--- src/rtl/bram_arb_pkg.sv ---
// Shared types for the two-port BRAM arbiter: lock FSM states and port index.
package bram_arb_pkg;

    typedef enum logic [1:0] {
        ST_ARB   = 2'd0,
        ST_LOCK0 = 2'd1,
        ST_LOCK1 = 2'd2
    } arb_state_t;

    typedef logic port_idx_t;

    localparam port_idx_t PORT0 = 1'b0;
    localparam port_idx_t PORT1 = 1'b1;

endpackage

--- src/rtl/bram_arb_rr.sv ---
// Two-way round-robin pick: on a conflict the port that did not win last time is granted.
module bram_arb_rr
    import bram_arb_pkg::*;
(
    input  logic       valid_0,
    input  logic       valid_1,
    input  port_idx_t  last_grant,
    output logic [1:0] grant
);

    always_comb begin
        grant = 2'b00;
        if (valid_0 && valid_1) begin
            grant = (last_grant == PORT1) ? 2'b01 : 2'b10;
        end else if (valid_0) begin
            grant = 2'b01;
        end else if (valid_1) begin
            grant = 2'b10;
        end
    end

endmodule

--- src/rtl/bram_arbiter.sv ---
// Two-port arbiter in front of a single-port synchronous-read BRAM.
// Ownership locking and its timeout are built only when BRAM_ARB_LOCK_EN is defined.
module bram_arbiter
    import bram_arb_pkg::*;
#(
    parameter int DATA_WIDTH   = 4,
    parameter int ADDR_WIDTH   = 14,
    parameter int LOCK_TIMEOUT = 16
) (
    input  logic                  CLK,
    input  logic                  RST_N,

    input  logic                  REQ_VALID_0,
    input  logic                  REQ_WE_0,
    input  logic [ADDR_WIDTH-1:0] REQ_ADDR_0,
    input  logic [DATA_WIDTH-1:0] REQ_WDATA_0,
    input  logic                  REQ_LOCK_0,
    output logic                  REQ_READY_0,
    output logic                  RSP_VALID_0,
    output logic [DATA_WIDTH-1:0] RSP_DATA_0,

    input  logic                  REQ_VALID_1,
    input  logic                  REQ_WE_1,
    input  logic [ADDR_WIDTH-1:0] REQ_ADDR_1,
    input  logic [DATA_WIDTH-1:0] REQ_WDATA_1,
    input  logic                  REQ_LOCK_1,
    output logic                  REQ_READY_1,
    output logic                  RSP_VALID_1,
    output logic [DATA_WIDTH-1:0] RSP_DATA_1,

    output logic                  MEM_WE,
    output logic [ADDR_WIDTH-1:0] MEM_ADDR,
    output logic [DATA_WIDTH-1:0] MEM_DIN,
    input  logic [DATA_WIDTH-1:0] MEM_DOUT,
    output logic                  LOCK_ERR
);

    arb_state_t state;
    port_idx_t  last_grant;
    port_idx_t  gidx;
    logic [1:0] elig;
    logic [1:0] grant;
    logic       xfer;
    logic       gwe;
    logic [1:0] rd_vld_p1;

    // A held lock hides the other port from the round-robin pick.
    always_comb begin
        elig[0] = REQ_VALID_0 && (state != ST_LOCK1);
        elig[1] = REQ_VALID_1 && (state != ST_LOCK0);
    end

    bram_arb_rr u_rr (
        .valid_0    (elig[0]),
        .valid_1    (elig[1]),
        .last_grant (last_grant),
        .grant      (grant)
    );

    assign REQ_READY_0 = grant[0] & RST_N;
    assign REQ_READY_1 = grant[1] & RST_N;
    assign xfer        = REQ_READY_0 | REQ_READY_1;
    assign gidx        = port_idx_t'(grant[1]);
    assign gwe         = (gidx == PORT1) ? REQ_WE_1 : REQ_WE_0;

    // Stage p0: request cycle drives the memory port; idle cycles present port 0.
    assign MEM_WE   = xfer & gwe;
    assign MEM_ADDR = RST_N ? ((gidx == PORT1) ? REQ_ADDR_1  : REQ_ADDR_0)  : '0;
    assign MEM_DIN  = RST_N ? ((gidx == PORT1) ? REQ_WDATA_1 : REQ_WDATA_0) : '0;

    always_ff @(posedge CLK or negedge RST_N) begin
        if (!RST_N) begin
            last_grant <= PORT1;
            rd_vld_p1  <= 2'b00;
        end else begin
            if (xfer) begin
                last_grant <= gidx;
            end
            rd_vld_p1[0] <= xfer & ~gwe & (gidx == PORT0);
            rd_vld_p1[1] <= xfer & ~gwe & (gidx == PORT1);
        end
    end

    // Stage p1: BRAM read data returns and is steered to the port that issued the read.
    assign RSP_VALID_0 = rd_vld_p1[0];
    assign RSP_VALID_1 = rd_vld_p1[1];
    assign RSP_DATA_0  = rd_vld_p1[0] ? MEM_DOUT : '0;
    assign RSP_DATA_1  = rd_vld_p1[1] ? MEM_DOUT : '0;

`ifdef BRAM_ARB_LOCK_EN
    localparam int CNT_W = $clog2(LOCK_TIMEOUT + 1);

    arb_state_t       state_nxt;
    logic [CNT_W-1:0] idle_cnt;
    logic [CNT_W-1:0] idle_cnt_nxt;
    logic             glock;
    logic             timeout;
    logic             lock_err_r;

    assign glock = (gidx == PORT1) ? REQ_LOCK_1 : REQ_LOCK_0;

    always_comb begin
        state_nxt    = state;
        idle_cnt_nxt = idle_cnt;
        timeout      = 1'b0;
        case (state)
            ST_ARB: begin
                idle_cnt_nxt = '0;
                if (xfer && glock) begin
                    state_nxt = (gidx == PORT1) ? ST_LOCK1 : ST_LOCK0;
                end
            end
            ST_LOCK0, ST_LOCK1: begin
                // Only the owner can transfer here, so any xfer is the owner's.
                if (xfer) begin
                    idle_cnt_nxt = '0;
                    if (!glock) begin
                        state_nxt = ST_ARB;
                    end
                end else if (idle_cnt == CNT_W'(LOCK_TIMEOUT - 1)) begin
                    state_nxt    = ST_ARB;
                    idle_cnt_nxt = '0;
                    timeout      = 1'b1;
                end else begin
                    idle_cnt_nxt = idle_cnt + CNT_W'(1);
                end
            end
            default: begin
                state_nxt    = ST_ARB;
                idle_cnt_nxt = '0;
            end
        endcase
    end

    always_ff @(posedge CLK or negedge RST_N) begin
        if (!RST_N) begin
            state      <= ST_ARB;
            idle_cnt   <= '0;
            lock_err_r <= 1'b0;
        end else begin
            state    <= state_nxt;
            idle_cnt <= idle_cnt_nxt;
            if (timeout) begin
                lock_err_r <= 1'b1;
            end
        end
    end

    assign LOCK_ERR = lock_err_r;
`else
    logic lock_unused;

    assign state       = ST_ARB;
    assign LOCK_ERR    = 1'b0;
    assign lock_unused = REQ_LOCK_0 | REQ_LOCK_1;
`endif

endmodule

--- config.mk ---
export PLATFORM = sky130hd
export DESIGN_NAME = bram_arbiter
export DESIGN_NICKNAME = d
export VERILOG_FILES = /design/src/rtl/bram_arb_pkg.sv /design/src/rtl/bram_arb_rr.sv /design/src/rtl/bram_arbiter.sv
export SDC_FILE = /design/constraint.sdc
export NUM_CORES = 1
export LEC_CHECK = 0
export ABC_CLOCK_PERIOD_IN_PS = 2700
export CAP_MARGIN = 20
export CORE_AREA = 2 2 50 52
export CTS_BUF_LIST = sky130_fd_sc_hd__clkbuf_2 sky130_fd_sc_hd__clkbuf_4 sky130_fd_sc_hd__clkbuf_8
export CTS_CLUSTER_DIAMETER = 40
export DETAILED_ROUTE_END_ITERATION = 16
export DIE_AREA = 0 0 52 54
export PLACE_DENSITY_LB_ADDON = 0.08
export SETUP_SLACK_MARGIN = 0.1
export SLEW_MARGIN = 20
export SYNTH_ARGS = -nofsm -noshare
export SYNTH_HDL_FRONTEND = slang
export SYNTH_SLANG_ARGS = --single-unit
--- constraint.sdc ---
create_clock -name CLK -period 2.7 [get_ports CLK]
set_input_delay 0.27 -clock CLK [delete_from_list [all_inputs] [get_ports CLK]]
set_output_delay 0.27 -clock CLK [all_outputs]
set_load 0.03 [all_outputs]
==> flow_summary.yaml <==
run_status:
  status: "finished, final reports clean"
cts:
  cts_made_buffers: 3
  clock_sinks: 3
  clk_pin_slew_ns: 0.04
  clk_latency_ns: 0.23
  cts_hold_buf: 0
  cts_tree: "built"
  cts_root_buffer: "clkbuf_4"
  post-cts-setup-buffer-count: 0
  cts_resized: 0
  htree_levels: 1
  clk_path_buf_depth: 2
synth:
  syn_inst: 88
  synth_edf_count: 0
  avgSynthCellArea_um2: 6.74
  synthFlopType: "dfrtp_1"
  syn-num-nets: 136
  synth_cell_type_count: 21
  async_flop_share_pct: 100
  ys_seq_area_share_pct: 12.9
  syn_area_um2: 593
  synth_warnings: 0
  ys_seq_elements: 3
global_route:
  grt_usage_pct: 13.8
  antenna_found_initial: 0
  grt_max_degree: 45
  grt_pass1_vias: 748
  grt_pass1_wl_um: 3020
  overflow: 0
placed_design:
  gp_congestion: 0.665
  hpwl_um: 1550
  portBuffers: 76
power:
  power.leakage_nw: 0.613
  sw_frac_of_total_pct: 38.8
  p_comb_share_pct: 63.7
  internal-power_w: 0.000249
  power_density_nw_per_um2: 307
  pwr-share-seq_pct: 14.5
  ir_drop_uv: 155
  clockPowerShare_pct: 21.8
  p_switching_w: 0.000158
drt:
  drt_iter0_drc: 12
  wl_per_cell_um: 9.84
  avgViaCountPerCell: 4.36
  dr.pass1.iters: 4
  ant_nets: 0
  routed_wl_um: 1890
  vias: 837
  drc: 0
hold_path:
  hold_path.class: "input pin to async pin"
setup_path:
  critPathArrivalTime_ns: 1.70
  worst-r2r-cell-count: 2
  crit_path_max_fanout: 44
  worstSetupPathType: "input pin to primary output"
  required_ns: 2.43
  cp-start-kind: "input pin"
  crit_path_end_kind: "primary output"
sta:
  finalHoldViolCount: 0
  finalSetupTns_ns: 0
  clock.fmax_ghz: 0.506
  min_period_ns: 1.97
  finalCritPeriodShare_pct: 73.1
  rsz0062_at_grt: "no"
  skew_ns: 0.00228
  drv_slew: 0
  setup_viol: 0
die:
  dieArea_um2: 2810
  core_area_um2: 2320
  fp.dieW_um: 52
  start_util_pct: 25.6
  io_pins: 80
  rows: 18
  die_y_um: 54
job:
  maxCapViolCount: 0
finish:
  area_growth_syn_to_layout_pct: 123
  final_nets: 211
  fillers: 209
  insertedDiodeCount: 0
  utilization_pct: 57.0
  drive_above_1_share_pct: 19.1
per-stage QoR:
| stage | area [µm²] | hold slack, ns | setup WS (ns) | std cells | power, W |
|---|---|---|---|---|---|
| 6_report | 1320 | 0.439 | 0.726 | 192 | 0.000406 |
| 5_1_grt | 1320 | 0.475 | 0.554 | 192 | 0.000433 |
| 4_1_cts | 1320 | 0.440 | 0.707 | 192 | 0.000413 |
| 3_5_place_dp | 1290 | 0.553 | 0.717 | 188 | 0.000320 |
| 3_3_place_gp | 1290 | 0.553 | 0.743 | 188 | 0.000317 |
| 2_1_floorplan | 593 | -0.0256 | 0.806 | 88 | 0.000204 |
cells by family (layout without fill, tap and decap cells):
group / after synthesis / in the layout / share of synthesized area, %
AO/OA/AOI/OAI: 7 / 7 / 9.07
multiplexers: 18 / 18 / 30.4
flip-flops: 3 / 3 / 12.9
buffers and inverters: 9 / 83 / 11.0
AND/OR/NAND/NOR: 50 / 50 / 36.1
other: 1 / 1 / 0.632
power by group through the flow:
stage	combinational [W]	clock, W	sequential (W)
4_1_cts	0.000262	0.0000928	0.0000587
2_1_floorplan	0.000144	0	0.0000603
6_report	0.000259	0.0000885	0.0000588
3_5_place_dp	0.000261	0	0.0000591
3_3_place_gp	0.000259	0	0.0000589
5_1_grt	0.000278	0.0000945	0.0000597
routing by layer:
| layer | track usage (%) | part of all wire [%] |
|---|---|---|
| met1 | 16.2 | 41 |
| met2 | 25.3 | 50 |
| met3 | 1.94 | 9.2 |
| met4 | 5.26 | 0 |
| met5 | 0 | 0 |
placed cells by master (no fill, tap or decap):
| master | netlist | layout |
|---|---|---|
| and2b_2 | 1 | 1 |
| o32ai_1 | 1 | 1 |
| a21oi_1 | 2 | 2 |
| a21boi_2 | 1 | 1 |
| clkbuf_4 | 0 | 4 |
| nor2_1 | 1 | 1 |
| inv_1 | 1 | 1 |
| clkdlybuf4s50_1 | 0 | 55 |
| nand2_1 | 39 | 39 |
| and2_1 | 8 | 8 |
| a211oi_1 | 1 | 1 |
| dfrtp_1 | 2 | 2 |
| a31oi_1 | 1 | 1 |
| dfstp_2 | 1 | 1 |
| buf_4 | 1 | 23 |
| mux2i_1 | 18 | 18 |
| a21bo_2 | 1 | 1 |
| conb_1 | 1 | 1 |
| nor3_1 | 1 | 1 |
worst max-delay path, stage by stage:
cell and delay [ns]:
clkdlybuf4s50_1 0.46, buf_4 0.35, nand2_1 0.15, o32ai_1 0.26, buf_4 0.21
worst paths after layout:
| kind | startpoint | endpoint | slack [ns] |
|---|---|---|---|
| max in group asynchronous | RST_N | last_grant$_DFFE_PN1P_ | 1.95 |
| worst min register to register | last_grant$_DFFE_PN1P_ | last_grant$_DFFE_PN1P_ | 0.56 |
| worst max register to register | last_grant$_DFFE_PN1P_ | rd_vld_p1[0]$_DFF_PN0_ | 1.59 |
| min in group CLK | last_grant$_DFFE_PN1P_ | last_grant$_DFFE_PN1P_ | 0.56 |
| worst max-delay path | RST_N | MEM_WE | 0.73 |
| worst min-delay path | RST_N | rd_vld_p1[0]$_DFF_PN0_ | 0.44 |
final cells by class:
class                   instances  area (µm²)  share of cell area [%]
clock buffers                   4        30.0                    2.27
inverters                       1        3.75                   0.284
multi-input cells              76         452                    34.2
flip-flops and latches          3        76.3                    5.77
well taps                      30        37.5                    2.84
repair buffers                 78         723                    54.7
flip-flops by register name, indices dropped and copies added (netlist names):
signal,count
last_grant,1
rd_vld_p1,2
synthesized netlist by cell type (2+ instances only):
library cell	count	area, µm²
dfrtp_1	2	50.1
nand2_1	39	146
and2_1	8	50.1
mux2i_1	18	180
clkbuf_1	2	7.51
a21oi_1	2	10.0
buf_2	3	15.0
No activity file was read; power rests on OpenSTA's default activity.
